$ cat src/rtl/dsky_keypad_scanner_if.sv
// Keypad matrix / AGC keyboard bundle for dsky_keypad_scanner.
//   ROW_n    : row drive, one-hot low
//   COL_n    : column sense, active low, asynchronous
//   MKEY     : debounced 5-bit keycode (MKEY[4]=MKEY5 .. MKEY[0]=MKEY1)
//   PROCEED  : debounced PRO key
//   SCAN_ERR : one-cycle pulse after a scan with two or more code keys
//   KEY_STRB : one-cycle pulse when MKEY loads a nonzero code (only with KEYPAD_STRB_EN)
// master = scanner side, slave = matrix/AGC side.
interface dsky_keypad_scanner_if;
  logic [3:0] ROW_n;
  logic [4:0] COL_n;
  logic [4:0] MKEY;
  logic       PROCEED;
  logic       SCAN_ERR;
`ifdef KEYPAD_STRB_EN
  logic       KEY_STRB;
`endif

  modport master (
    input  COL_n,
    output ROW_n,
    output MKEY,
    output PROCEED,
    output SCAN_ERR
`ifdef KEYPAD_STRB_EN
    ,
    output KEY_STRB
`endif
  );

  modport slave (
    output COL_n,
    input  ROW_n,
    input  MKEY,
    input  PROCEED,
    input  SCAN_ERR
`ifdef KEYPAD_STRB_EN
    ,
    input  KEY_STRB
`endif
  );
endinterface

$ cat src/rtl/dsky_keypad_scanner.sv
// DSKY 4x5 keypad scanner with debounce, feeding the AGC MKEY1..5 / PROCEED inputs.
// Ports:
//   SIM_CLK   : clock
//   SIM_RST_n : asynchronous active-low reset, synchronous release
//   kp        : dsky_keypad_scanner_if.master (ROW_n, COL_n, MKEY, PROCEED, SCAN_ERR[, KEY_STRB])
// Parameters: SCAN_DIV (cycles per row, >= 4), DEBOUNCE_SCANS (stable scans, >= 1).
// Optional feature macro: KEYPAD_STRB_EN adds KEY_STRB.
module dsky_keypad_scanner #(
  parameter int unsigned SCAN_DIV       = 12800,
  parameter int unsigned DEBOUNCE_SCANS = 20
) (
  input logic                   SIM_CLK,
  input logic                   SIM_RST_n,
  dsky_keypad_scanner_if.master kp
);

  localparam int unsigned DWELL_W = (SCAN_DIV > 1) ? $clog2(SCAN_DIV) : 1;
  localparam int unsigned CNT_W   = $clog2(DEBOUNCE_SCANS + 1);
  localparam int unsigned NCODE   = 18;
  localparam int unsigned NKEY    = 19;
  localparam int unsigned PRO_IDX = 18;

  localparam logic [DWELL_W-1:0] DWELL_LAST = DWELL_W'(SCAN_DIV - 1);
  localparam logic [CNT_W-1:0]   DB_MAX     = CNT_W'(DEBOUNCE_SCANS);

  // Octal keycodes indexed by row*5+col; r3c3 is PRO and r3c4 is unused.
  localparam logic [4:0] KEY_CODE [NCODE] = '{
    5'o01, 5'o02, 5'o03, 5'o04, 5'o05,
    5'o06, 5'o07, 5'o10, 5'o11, 5'o20,
    5'o21, 5'o37, 5'o32, 5'o33, 5'o36,
    5'o34, 5'o22, 5'o31
  };

  typedef enum logic [1:0] {
    ROW0 = 2'd0,
    ROW1 = 2'd1,
    ROW2 = 2'd2,
    ROW3 = 2'd3
  } row_state_e;

  row_state_e         state_q, state_d;
  logic [3:0]         row_n_q, row_n_d;
  logic [DWELL_W-1:0] dwell_q, dwell_d;
  logic [4:0]         col_s1_q, col_s1_d;
  logic [4:0]         col_s2_q, col_s2_d;
  logic [NKEY-1:0]    keys_q, keys_d;
  logic               eval_q, eval_d;
  logic [4:0]         cand_q, cand_d;
  logic [CNT_W-1:0]   cnt_q, cnt_d;
  logic [4:0]         mkey_q, mkey_d;
  logic               pro_cand_q, pro_cand_d;
  logic [CNT_W-1:0]   pro_cnt_q, pro_cnt_d;
  logic               proceed_q, proceed_d;
  logic               scan_err_q, scan_err_d;
`ifdef KEYPAD_STRB_EN
  logic               key_strb_q, key_strb_d;
`endif

  logic               code_any;
  logic               code_multi;
  logic [4:0]         scan_code;

  // Next-state: synchronizer, row scan, scan evaluation and debounce.
  always_comb begin
    col_s1_d   = kp.COL_n;
    col_s2_d   = col_s1_q;
    state_d    = state_q;
    dwell_d    = dwell_q;
    keys_d     = keys_q;
    eval_d     = 1'b0;
    cand_d     = cand_q;
    cnt_d      = cnt_q;
    mkey_d     = mkey_q;
    pro_cand_d = pro_cand_q;
    pro_cnt_d  = pro_cnt_q;
    proceed_d  = proceed_q;
    scan_err_d = 1'b0;
    code_any   = 1'b0;
    code_multi = 1'b0;
    scan_code  = '0;

    // Row dwell; the last dwell cycle captures that row's synchronized columns.
    if (dwell_q == DWELL_LAST) begin
      dwell_d = '0;
      case (state_q)
        ROW0: begin
          keys_d[4:0] = ~col_s2_q;
          state_d     = ROW1;
        end
        ROW1: begin
          keys_d[9:5] = ~col_s2_q;
          state_d     = ROW2;
        end
        ROW2: begin
          keys_d[14:10] = ~col_s2_q;
          state_d       = ROW3;
        end
        ROW3: begin
          keys_d[18:15] = ~col_s2_q[3:0];
          state_d       = ROW0;
          eval_d        = 1'b1;
        end
        default: state_d = ROW0;
      endcase
    end else begin
      dwell_d = dwell_q + DWELL_W'(1);
    end

    row_n_d = ~(4'b0001 << state_d);

    // Code-key census; the OR of codes is only meaningful when exactly one is held.
    for (int unsigned i = 0; i < NCODE; i++) begin
      if (keys_q[5'(i)]) begin
        code_multi = code_multi | code_any;
        code_any   = 1'b1;
        scan_code  = scan_code | KEY_CODE[5'(i)];
      end
    end

    if (eval_q) begin
      if (code_multi) begin
        scan_err_d = 1'b1;
      end else begin
        if (scan_code != cand_q) begin
          cand_d = scan_code;
          cnt_d  = CNT_W'(1);
        end else if (cnt_q != DB_MAX) begin
          cnt_d = cnt_q + CNT_W'(1);
        end

        if (cnt_d == DB_MAX) begin
          if (cand_d == '0) begin
            mkey_d = '0;
          end else if (mkey_q == '0) begin
            mkey_d = cand_d;
          end else if (mkey_q != cand_d) begin
            // Force a zero gap: drop MKEY and re-qualify the new code from scratch.
            mkey_d = '0;
            cnt_d  = '0;
          end
        end
      end

      if (keys_q[PRO_IDX] != pro_cand_q) begin
        pro_cand_d = keys_q[PRO_IDX];
        pro_cnt_d  = CNT_W'(1);
      end else if (pro_cnt_q != DB_MAX) begin
        pro_cnt_d = pro_cnt_q + CNT_W'(1);
      end
      if (pro_cnt_d == DB_MAX) begin
        proceed_d = pro_cand_d;
      end
    end

`ifdef KEYPAD_STRB_EN
    key_strb_d = (mkey_d != '0) && (mkey_d != mkey_q);
`endif
  end

  // State and output registers.
  always_ff @(posedge SIM_CLK or negedge SIM_RST_n) begin
    if (!SIM_RST_n) begin
      state_q    <= ROW0;
      row_n_q    <= 4'b1110;
      dwell_q    <= '0;
      col_s1_q   <= '1;  // idle columns (no key)
      col_s2_q   <= '1;
      keys_q     <= '0;
      eval_q     <= 1'b0;
      cand_q     <= '0;
      cnt_q      <= '0;
      mkey_q     <= '0;
      pro_cand_q <= 1'b0;
      pro_cnt_q  <= '0;
      proceed_q  <= 1'b0;
      scan_err_q <= 1'b0;
`ifdef KEYPAD_STRB_EN
      key_strb_q <= 1'b0;
`endif
    end else begin
      state_q    <= state_d;
      row_n_q    <= row_n_d;
      dwell_q    <= dwell_d;
      col_s1_q   <= col_s1_d;
      col_s2_q   <= col_s2_d;
      keys_q     <= keys_d;
      eval_q     <= eval_d;
      cand_q     <= cand_d;
      cnt_q      <= cnt_d;
      mkey_q     <= mkey_d;
      pro_cand_q <= pro_cand_d;
      pro_cnt_q  <= pro_cnt_d;
      proceed_q  <= proceed_d;
      scan_err_q <= scan_err_d;
`ifdef KEYPAD_STRB_EN
      key_strb_q <= key_strb_d;
`endif
    end
  end

  assign kp.ROW_n    = row_n_q;
  assign kp.MKEY     = mkey_q;
  assign kp.PROCEED  = proceed_q;
  assign kp.SCAN_ERR = scan_err_q;
`ifdef KEYPAD_STRB_EN
  assign kp.KEY_STRB = key_strb_q;
`endif

endmodule
$ cat src/flat_wrapper.sv
// flat-port wrapper written by rule: the top's interface ports become plain ports
module dsky_keypad_scanner_flat 
#(
  parameter int unsigned SCAN_DIV       = 12800,
  parameter int unsigned DEBOUNCE_SCANS = 20
)
  (SIM_CLK, SIM_RST_n, kp_COL_n, kp_ROW_n, kp_MKEY, kp_PROCEED, kp_SCAN_ERR);
  dsky_keypad_scanner_if kp_i ();
  input logic SIM_CLK;
  input logic SIM_RST_n;
  input wire logic [$bits(kp_i.COL_n)-1:0] kp_COL_n;
  output wire logic [$bits(kp_i.ROW_n)-1:0] kp_ROW_n;
  output wire logic [$bits(kp_i.MKEY)-1:0] kp_MKEY;
  output wire logic [$bits(kp_i.PROCEED)-1:0] kp_PROCEED;
  output wire logic [$bits(kp_i.SCAN_ERR)-1:0] kp_SCAN_ERR;
  assign kp_i.COL_n = kp_COL_n;
  assign kp_ROW_n = kp_i.ROW_n;
  assign kp_MKEY = kp_i.MKEY;
  assign kp_PROCEED = kp_i.PROCEED;
  assign kp_SCAN_ERR = kp_i.SCAN_ERR;
  dsky_keypad_scanner #(.SCAN_DIV(SCAN_DIV), .DEBOUNCE_SCANS(DEBOUNCE_SCANS)) u_core (.SIM_CLK(SIM_CLK), .SIM_RST_n(SIM_RST_n), .kp(kp_i));
endmodule
$ cat config.mk
export PLATFORM = sky130hd
export DESIGN_NAME = dsky_keypad_scanner_flat
export DESIGN_NICKNAME = d
export VERILOG_FILES = /design/src/rtl/dsky_keypad_scanner_if.sv /design/src/rtl/dsky_keypad_scanner.sv /design/src/flat_wrapper.sv
export SDC_FILE = /design/constraint.sdc
export NUM_CORES = 1
export LEC_CHECK = 0
export CORE_ASPECT_RATIO = 1.75
export CORE_MARGIN = 2
export CORE_UTILIZATION = 55
export CTS_CLUSTER_DIAMETER = 200
export DETAILED_ROUTE_END_ITERATION = 6
export PLACE_DENSITY = 0.74
export SETUP_SLACK_MARGIN = 0.3
export SYNTH_ARGS = -nofsm -noshare
export SYNTH_HDL_FRONTEND = slang
export SYNTH_SLANG_ARGS = --single-unit
$ cat constraint.sdc
create_clock -name SIM_CLK -period 5.8 [get_ports SIM_CLK]
set_input_delay 0.58 -clock SIM_CLK [delete_from_list [all_inputs] [get_ports SIM_CLK]]
set_output_delay 0.58 -clock SIM_CLK [all_outputs]
set_load 0.01 [all_outputs]
* After elaboration in Yosys (flattened, before gate mapping)
Cells that the tools add are included.
** Operators by class
- Shift operators :: 1
- $add $sub $neg :: 3
- Multipliers :: 0
- Bitwise operators :: 20
- Reduce and logical (&&, ||, !) cells :: 11
- Order comparisons :: 0
- Equality and inequality tests :: 11
- Divide/modulo/power cells :: 0
- Multiplexer cells :: 77
** Operators with widths (number)
- $mux 5 :: 26
- $mux 1 :: 40
- $or 1x1->1 :: 16
- $add 14x1->14 const B :: 1
- $eq 14x14->1 const B :: 1
- $mux 14 :: 1
- $mux 3 :: 4
- $reduce_and 2->1 :: 6
- $add 5x1->5 const B :: 2
- $eq 5x5->1 const B :: 2
- $logic_not 5->1 :: 2
- $ne 5x5->1 :: 2
- $ne 5x5->1 const B :: 2
- $mux 4 :: 2
- $not 4->4 :: 2
- $pmux 2 s4 :: 1
- $mux 2 :: 3
- $not 5->5 :: 1
- $eq 2x2->1 const B :: 2
- $reduce_and 4->1 :: 1
- $shl 1x2->4 const A :: 1
- $reduce_bool 3->1 :: 1
- $eq 2x1->1 const B :: 1
- $logic_not 2->1 :: 1
- other kinds (2) :: 2
** Storage, ports and cells
- Flip-flop bits (word level) :: 73
- Memories kept :: 0
- Bits in latches :: 0
- Logic and storage cells :: 140
- Output and inout port bits :: 11
- RAM bits :: 0
- Bits in read-only memories :: 0

* Logic depth before layout (Yosys ltp)
Gate-level depths: netlist of run 1.
- Depth in word-level cells :: 41
- Depth in mapped cells :: 9

* Worst setup path before layout of run 1
No wires, ideal clock.
- Kind :: register to register
- Start point :: reg u_core.keys_q[11]
- End point :: reg u_core.mkey_q[0] (netlist: u_core.kp.MKEY[0])
- Clock period less this slack :: 2.864 ns
- Data required time :: 5.675 ns
- Cell stages (with the launch flop) :: 8
- Arrival time :: 2.739 ns
- Buffers on the path :: 1
- Setup slack :: 2.936 ns
- Cells stage by stage :: dfrtp_1 -> buf_6 -> or4_4 -> a2111oi_2 -> nor3_1 -> or4b_4 -> a2111oi_4 -> mux2_2
** On the way
- Word-level cells in the longest chain between the ends :: 15
** RTL lines
- start: declaration :: RTL line dsky_keypad_scanner.sv:46 : logic [NKEY-1:0] keys_q, keys_d;
- start signal: assignment :: RTL line dsky_keypad_scanner.sv:186 : keys_q <= keys_d;
- parallel branches: the longest is 15 deep, another holds $mux 5
- end signal: assignment :: RTL line dsky_keypad_scanner.sv:190 : mkey_q <= mkey_d;
- end: declaration :: RTL line dsky_keypad_scanner.sv:50 : logic [4:0] mkey_q, mkey_d;
Several ways; the timed one is not identified. The select of a mux whose other input is x is not followed.
A chain may end at the register's enable or synchronous reset.

* Worst setup path after layout of run 1
- Start point :: reg u_core.keys_q[11]
- End point :: reg u_core.mkey_q[2] (netlist: u_core.kp.MKEY[2])
Same word-level chain as after synthesis.

==> impl_metrics.yaml, run 1 <==
grt:
  met2_usage_pct: 38.6
  grt_pass1_vias: 2766
  antenna_found_initial: 0
  track_usage_pct: 22.6
  met1_usage_pct: 24.9
  overflow: 0
  grt_most_used_layer: "met2"
  grt_first_pass_wirelength_microns: 12600
  met3_usage_pct: 4.67
  grt_max_degree: 74
yosys:
  ys_ff_latch: 73
  synth_area_per_cell_sq_um: 10.0
  synthArstFlopShare_pct: 100
  ys_seq_area_share_pct: 51.0
  synth_top_area_share_pct: 41.5
  synth_nets: 379
  synth_edf_count: 0
  ys_warn_count: 0
  syn-cell-area_sq_mm: 0.00362
  synth_ff_type: "dfrtp_1"
  synth_cell_types: 53
  yosys.area.top_type: "dfrtp_1"
  synth_cells: 360
  synthTopCellsByArea: "dfrtp_1 42%, dfstp_2 9.4%, o21ai_0 4.7%"
clock_network:
  cts_buffers: 9
  cts_hold_buf: 0
  path_clk_slew_ns: 0.05
  clock-sinks: 73
  cts_setup_buffers: 0
  clockBufferDepth: 2
  cts_root_buffer: "clkbuf_16"
  cts_resized: 0
  cts_tree: "yes"
  ctsHtreeMaxLevel: 3
  clkLatencyLatePin_ns: 0.33
outcome:
  outcome: "completed"
floorplan:
  chipHeight_microns: 111
  initial_utilization_pct: 56.1
  die_w_microns: 65.3
  dieArea_sq_mm: 0.00727
  rows: 39
  core_area_sq_mm: 0.00644
  io_pins: 18
sta:
  worst-slew-pin-transition_ns: 0.899
  slew_headroom_pct: 40.1
  hold_violations: 0
  setup_viol: 0
  setup_tns_ns: 0
  min_period_ns: 3.13
  fmax_ghz: 0.319
  report.final.slew_viol_count: 0
  rsz0062_at_grt: "no"
  fin_skew_ns: 0.00561
  fin_crit_sh_pct: 54.0
worst_setup_path:
  crit_buf_inv: 0
  arrival_ns: 3.35
  crit_fanout: 20
  crit_path_end_kind: "flip-flop"
  regToRegStartpoint: "u_core.keys_q[11]"
  max_stage_delay_ns: 0.65
  crit_required_ns: 6.01
  cp-startpoint: "u_core.keys_q[11]"
  critical_path.cell_chain: "or4_4 > a2111oi_2 > nor3_1 > or4b_4 > a2111oi_4 > mux2_2"
  cp_top_family: "simple AND/OR/NAND/NOR gates"
  startpoint_type: "flip-flop"
  critPathKind: "flip-flop to flip-flop"
  worst-path-stages: 6
  slowest_stage: "or4b_4"
  worstRegToRegCells: 6
drt:
  wl_microns: 7230
  drtIter0Drc: 114
  num_vias: 2721
  wire_per_inst_microns: 15.4
  dr.pass1.iters: 5
  viasPerCell: 5.81
  route.detailed.drc: 0
  ant_nets: 0
layout:
  n_antenna_cell: 0
  layout.nets: 400
  drive_gt1_share_pct: 12.4
  layout_common_cells: "60 x dfrtp_1, 43 x nand2_1, 34 x o21ai_0"
  multiInputGateArea_sq_mm: 0.00167
  final_cell_area_sq_mm: 0.00412
  final-seq-area_sq_mm: 0.00184
  area_growth_pct: 14.0
  layout_commonest_cell: "dfrtp_1"
  fill_cells: 547
pwr:
  powerDensity_mw_per_mm2: 253
  peakVddDrop_uv: 262
  leakage_uw: 0.00186
min_path:
  min-delay-start: "u_core.col_s1_q[1]"
  hold_path_class: "flip-flop to flip-flop"
  hold_depth: 0
placement:
  postPlaceCellArea_sq_mm: 0.00385
  gp_congestion: 0.844
  numPortBuffers: 17
  hpwl_microns: 5110
run:
  max_cap_violations: 0
==> sequential cells by signal, summed over array words and instances, names as in the netlist, 2 cells and up <==
name and flops:
u_core.dwell_q 14, u_core.pro_cnt_q 5, u_core.cand_q 5, u_core.col_s1_q 5, u_core.cnt_q 5, u_core.keys_q 19
u_core.kp.ROW_n 4, u_core.col_s2_q 5, u_core.state_q 2, u_core.kp.MKEY 5
==> routing by layer <==
layer / up-vias / wire length [microns]
met5: - / 0
met4: 0 / 323
met3: 25 / 195
met2: 55 / 3900
met1: 1303 / 2810
li1: 1338 / -
==> where the power goes <==
part | switching, uW | total [uW] | internal [uW]
Combinational | 9.79 | 13.4 | 3.57
Clock | 201 | 513 | 311
Sequential | 2.61 | 519 | 516
==> logic make-up after synthesis <==
kind of cell	count (synthesis)	share of synthesized area (%)
compound gates	75	13.6
xor+xnor	21	5.09
fa+ha+maj	13	4.43
buf+inv	23	2.80
flops	73	51.0
mux	8	2.49
simple gates	147	20.7
==> cells in the mapped netlist, types with 2 or more instances <==
cell type / count
a211oi_1: 3
a21o_1: 3
a21oi_1: 11
a31oi_1: 7
and2_1: 3
and3_1: 2
and4_1: 2
and4b_1: 3
buf_6: 2
clkbuf_1: 6
dfrtp_1: 60
dfstp_2: 13
ha_1: 12
inv_1: 15
mux2_2: 8
nand2_1: 43
nand3_1: 16
nand4_1: 4
nand4b_1: 2
nor2_1: 32
nor2b_1: 3
nor3_1: 10
nor4_1: 9
o21ai_0: 34
o31ai_1: 2
or2_2: 3
or3_1: 4
or4_1: 4
xnor2_1: 12
xor2_1: 9
==> area by class of cell <==
cell class | instances | share of cell area (%)
Inverter | 15 | 1.37
Sequential cell | 73 | 44.7
Clock buffer | 13 | 6.31
Clock inverter | 3 | 0.425
Tap cell | 82 | 2.49
Multi-Input combinational cell | 264 | 40.5
Timing Repair Buffer | 18 | 4.19
==> metrics by stage <==
stage	cells	power, uW	utilization [%]	setup slack (ns)	hold WS (ns)
floorplan	360	526	-	2.94	0.284
global placement	452	541	59.7	2.72	0.345
detailed placement	452	542	59.7	2.68	0.347
CTS	468	1060	64.0	2.66	0.354
global route	468	1080	64.0	2.55	0.357
finish	468	1040	64.0	2.67	0.354
==> path summary, 6_finish.rpt <==
path / to / slack [ns]
setup / recovery: u_core.kp.MKEY[2] / 2.67
hold / removal: u_core.col_s2_q[1] / 0.35
setup reg to reg: u_core.kp.MKEY[2] / 2.67
hold reg to reg: u_core.col_s2_q[1] / 0.35
max in group asynchronous: u_core.kp.MKEY[0] / 4.76
min in group asynchronous: u_core.pro_cnt_q[1] / 0.46
No activity file was read; power rests on OpenSTA's default activity.
==> inputs of run 2 (changes only) <==
- clock period: 5.8 -> 3 ns (I/O delays scaled with it)
==> run 2 against run 1 <==
  * Core utilization grew 3.4 points
  * Global-route usage grew 0.078 points
  * Count of clock-buffer cells in the layout grew 2
  * Fmax grew 12%
  * Power grew 87%
  * Final cell count grew 4.1%
  * Largest cell class unchanged
  * Clock power grew 80%
  * First-iteration DRC count grew 1.8%
  * Via count grew 3.5%
  * Combinational power grew 93%
  * Register-to-register slack lost 2.5 ns
==> impl_metrics.yaml, run 2 (same netlist as run 1, synthesis figures left out) <==
outcome:
  outcome: "completed"
clock_network:
  ctsHtreeMaxLevel: 3
  cts_buffers: 9
  clockBufferDepth: 2
  path_clk_slew_ns: 0.05
  cts_tree: "yes"
  clkLatencyLatePin_ns: 0.33
  cts_root_buffer: "clkbuf_16"
  clock-sinks: 73
floorplan:
  io_pins: 18
  initial_utilization_pct: 56.1
  rows: 39
  die_w_microns: 65.3
  core_area_sq_mm: 0.00644
  dieArea_sq_mm: 0.00727
  chipHeight_microns: 111
worst_setup_path:
  regToRegStartpoint: "u_core.keys_q[1]"
  slowest_stage: "or4_4"
  crit_required_ns: 3.22
  worst-path-stages: 7
  path_common_cell: "a2111oi_4"
  startpoint_type: "flip-flop"
  crit_path_end_kind: "flip-flop"
  crit_buf_inv: 1
  max_stage_delay_ns: 0.57
  cp-startpoint: "u_core.keys_q[1]"
  critical_path.cell_chain: "or4_4 > a2111oi_4 > nor3_2 > or4b_4 > a2111oi_4 > buf_4 > mux2_4"
  crit_end: "u_core.kp.MKEY[2]"
  cp_top_family: "simple AND/OR/NAND/NOR gates"
  worstRegToRegCells: 7
  critPathKind: "flip-flop to flip-flop"
  r2r_end: "u_core.kp.MKEY[2]"
  ff2ff_setup_slack_ns: 0.21
  arrival_ns: 3.01
  crit_fanout: 5
sta:
  min_period_ns: 2.79
  report.final.slew_viol_count: 0
  fmax_ghz: 0.358
  setup_slack_ns: 0.207
  hold_violations: 0
  fin_crit_sh_pct: 93.1
  worst-slew-pin-transition_ns: 0.900
  setup_tns_ns: 0
  rsz0062_at_grt: "yes"
  slew_headroom_pct: 40.0
  whs_ns: 0.168
  setup_viol: 0
  fin_skew_ns: 0.00536
grt:
  antenna_found_initial: 0
  track_usage_pct: 22.7
  grt_pass1_vias: 2834
  grt_max_degree: 74
  overflow: 0
  grt_first_pass_wirelength_microns: 12600
placement:
  gp_congestion: 0.825
  numPortBuffers: 17
  dp_slack_ns: 0.119
  hpwl_microns: 5320
layout:
  largest-register: "u_core.keys_q"
  drive_gt1_share_pct: 18.5
  layout_common_cells: "58 x dfrtp_1, 42 x nand2_1, 34 x o21ai_0"
  multiInputGateArea_sq_mm: 0.00175
  final-seq-area_sq_mm: 0.00185
  post-route-util_pct: 67.5
  layout_commonest_cell: "dfrtp_1"
  layout.nets: 419
  n_antenna_cell: 0
  top_regs: "u_core.keys_q: 19 flops, u_core.dwell_q: 14 flops"
  area_growth_pct: 20.2
  fill_cells: 523
  largest_reg_flops: 19
pwr:
  peakVddDrop_uv: 469
  finalPower_uw: 1950
  powerDensity_mw_per_mm2: 449
  leakage_uw: 0.00195
drt:
  viasPerCell: 5.78
  route.detailed.drc: 0
  ant_nets: 0
  wl_microns: 7570
  num_vias: 2816
  drtIter0Drc: 116
  wire_per_inst_microns: 15.5
  dr.pass1.iters: 4
min_path:
  hold_path_class: "input pin to asynchronous set/reset pin"
run:
  max_cap_violations: 0
[run 2: cell types whose count changed in the layout (fill, tap and decap cells not counted), sizes merged]
cell	previous run	this run
buf	2	21
clkbuf	13	15
clkinv	2	1
clkinvlp	1	0
[run 2: worst min path at each step]
stage / startpoint / endpoint / slack [ns] / cells past startpoint
final: SIM_RST_n / u_core.pro_cnt_q[4] / 0.17 / 2
after CTS: SIM_RST_n / u_core.pro_cnt_q[4] / 0.22 / 2
after global placement: u_core.col_s1_q[0] / u_core.col_s2_q[0] / 0.35 / 0
after global routing: SIM_RST_n / u_core.pro_cnt_q[3] / 0.25 / 2
after detailed placement: u_core.col_s1_q[0] / u_core.col_s2_q[0] / 0.35 / 0
after floorplan: SIM_RST_n / u_core.cand_q[0] / 0.004 / 0
[run 2: layer usage]
layer,part of all wire [%],up-vias,track usage (%)
met2,56,63,41.2
met5,0,-,0
met3,3.5,23,6.80
met4,3.8,0,10.8
li1,-,1369,-
met1,36,1361,22.7
[run 2: where the power goes]
| group | total [uW] | switching (uW) | internal, uW |
|---|---|---|---|
| Sequential | 1000 | 5.01 | 998 |
| Combinational | 25.8 | 18.9 | 6.90 |
| Clock | 924 | 365 | 559 |
[run 2: timing repair]
item                       CTS  global route
gates resized for setup      5             8
setup buffers                7             3
pin swaps                    6             4
setup endpoints to repair    8            10
hold buffers                 0             0
[run 2: final cells by class]
cell class / instances / area share [%]
tap: 82 / 2.36
timing repair buffer: 37 / 7.72
multi-input combinational: 264 / 40.3
clock buffer: 15 / 5.70
sequential: 73 / 42.5
inverter: 15 / 1.30
clock inverter: 1 / 0.115
[run 2: through the flow]
stage,instance area [sq um],instances
5_1_grt,4350,487
6_report,4350,487
4_1_cts,4290,484
3_5_place_dp,3970,461
2_1_floorplan,3670,360
3_3_place_gp,3970,461
[run 2: worst register-to-register path, cell delays in order (launching register included)]
cell       delay [ns]
dfrtp_1          0.40
or4_4            0.57
a2111oi_4        0.30
nor3_2           0.09
or4b_4           0.57
a2111oi_4        0.23
buf_4            0.22
mux2_4           0.31
==> inputs of run 3 (changes only) <==
- PLACE_DENSITY: 0.74 -> default
- PLACE_DENSITY_LB_ADDON: default -> 0.08
==> run 3 against run 2 <==
  * Hold slack got worse by 0.0072 ns
  * Critical endpoint is now u_core.kp.MKEY[3]
  * Largest power group is now the clock network
  * Critical path type unchanged
  * Sequential power about the same
  * Largest cell class unchanged
  * Flip-flop and latch count is the same
==> impl_metrics.yaml, run 3 (same netlist as run 1, synthesis figures left out) <==
clock_network:
  cts_root_buffer: "clkbuf_16"
  clkLatencyLatePin_ns: 0.33
  clockBufferDepth: 2
  path_clk_slew_ns: 0.06
  cts_hold_buf: 0
  cts_tree: "yes"
  clock-sinks: 73
  cts_buffers: 9
  ctsHtreeMaxLevel: 3
pwr:
  p_clk_share_pct: 49.7
  peakVddDrop_uv: 450
  seqPwrFrac_pct: 49.1
  p_sw_share_pct: 21.0
  powerDensity_mw_per_mm2: 466
  pwr-share-comb_pct: 1.2
  leakage_uw: 0.00198
  power.switching_uw: 429
  p_int_uw: 1610
layout:
  layout_common_cells: "59 x dfrtp_1, 42 x nand2_1, 34 x o21ai_0"
  n_antenna_cell: 0
  largest-register: "u_core.keys_q"
  layout_commonest_cell: "dfrtp_1"
  post-route-util_pct: 68.0
  final_cell_count_no_fill: 490
  area_growth_pct: 21.1
  top_regs: "u_core.keys_q: 19 flops, u_core.dwell_q: 14 flops"
  drive_gt1_share_pct: 20.1
  layout.nets: 422
  largest_reg_flops: 19
grt:
  grt_first_pass_wirelength_microns: 12800
  grt_pass1_vias: 2796
  overflow: 0
  track_usage_pct: 23.3
  grt_max_degree: 74
  antenna_found_initial: 0
floorplan:
  rows: 39
  core_area_sq_mm: 0.00644
  die_w_microns: 65.3
  io_pins: 18
  chipHeight_microns: 111
  initial_utilization_pct: 56.1
  dieArea_sq_mm: 0.00727
drt:
  num_vias: 2809
  drtIter0Drc: 114
  wire_per_inst_microns: 15.4
  route.detailed.drc: 0
  dr.pass1.iters: 4
  wl_microns: 7570
  ant_nets: 0
  viasPerCell: 5.73
worst_setup_path:
  slowest_stage: "or4_4"
  arrival_ns: 3.02
  crit_required_ns: 3.22
  ff2ff_setup_slack_ns: 0.19
  critPathKind: "flip-flop to flip-flop"
  critical_path.cell_chain: "or4_4 > nor4_2 > nor3_2 > or4b_4 > a2111oi_4 > buf_4 > mux2_4"
  startpoint_type: "flip-flop"
  worstRegToRegCells: 7
  max_stage_delay_ns: 0.59
  crit_path_end_kind: "flip-flop"
  crit_fanout: 5
sta:
  fin_skew_ns: 0.00650
  setup_slack_ns: 0.195
  setup_tns_ns: 0
  setup_viol: 0
  slew_headroom_pct: 41.7
  worst-slew-pin-transition_ns: 0.875
  rsz0062_at_grt: "yes"
  fmax_ghz: 0.356
  report.final.slew_viol_count: 0
  whs_ns: 0.161
  min_period_ns: 2.81
  fin_crit_sh_pct: 93.5
  hold_violations: 0
placement:
  hpwl_microns: 5440
  numPortBuffers: 17
  dp_slack_ns: 0.0954
  placed_cells_incl_taps: 466
  gp_congestion: 0.868
run:
  max_cap_violations: 0
outcome:
  outcome: "completed"
min_path:
  hold_path_class: "input pin to asynchronous set/reset pin"
## run 3: changes by cell type in the layout (fill, tap and decap cells not counted), sizes merged
cell | before | now
inv | 15 | 16
clkinvlp | 0 | 1
clkinv | 1 | 4
buf | 21 | 24
clkbuf | 15 | 10
## run 3: area by class of cell
class,instances,area [sq um]
clock inverters,6,40.0
inverters,15,56.3
well taps,82,103
fillers,512,2060
multi-input cells,264,1750
flip-flops and latches,73,1840
clock buffers,10,250
repair buffers,40,338
## run 3: through the flow
step / total power, uW / area [sq um]
after floorplan: 1020 / 3670
after global placement: 1050 / 4000
after detailed placement: 1050 / 4000
after CTS: 2070 / 4350
after global routing: 2120 / 4380
final: 2040 / 4380
## run 3: worst max-delay path: cells and delay by family (launching register included)
family          cells  cell delay, ns
simple gates        4            1.52
compound gates      1            0.28
flops               1            0.39
buf+inv             1            0.20
mux                 1            0.30
## run 3: power by group through the flow
stage | registers, uW | logic, uW | clock network [uW]
after floorplan | 1020 | 0.00566 | 0
after global placement | 1020 | 26.9 | 0
after detailed placement | 1020 | 27.2 | 0
after CTS | 1000 | 27.1 | 1040
after global routing | 1000 | 30.4 | 1090
final | 1000 | 25.2 | 1010
## run 3: timing repair
item	in CTS	in global routing
resized for setup	1	5
pin swaps	7	0
buffers inserted	8	0
endpoints found under the setup margin	8	8
## run 3: worst paths after layout
| check | from | endpoint |
|---|---|---|
| hold reg to reg | u_core.col_s1_q[2] | u_core.col_s2_q[2] |
| setup reg to reg | u_core.keys_q[1] | u_core.kp.MKEY[3] |
| hold / removal | SIM_RST_n | u_core.kp.PROCEED |
| max in group asynchronous | SIM_RST_n | u_core.keys_q[5] |
| setup / recovery | u_core.keys_q[1] | u_core.kp.MKEY[3] |
| min in group SIM_CLK | u_core.col_s1_q[2] | u_core.col_s2_q[2] |
## run 3: layer usage
| layer | GRT usage, % | wire length [microns] | vias up | part of all wire [%] |
|---|---|---|---|---|
| met3 | 4.47 | 168 | 23 | 2.2 |
| met1 | 24.4 | 2810 | 1357 | 37 |
| met2 | 41.2 | 4230 | 55 | 56 |
| met5 | 0 | 0 | - | 0 |
| met4 | 14.6 | 363 | 0 | 4.8 |
| li1 | - | - | 1374 | - |
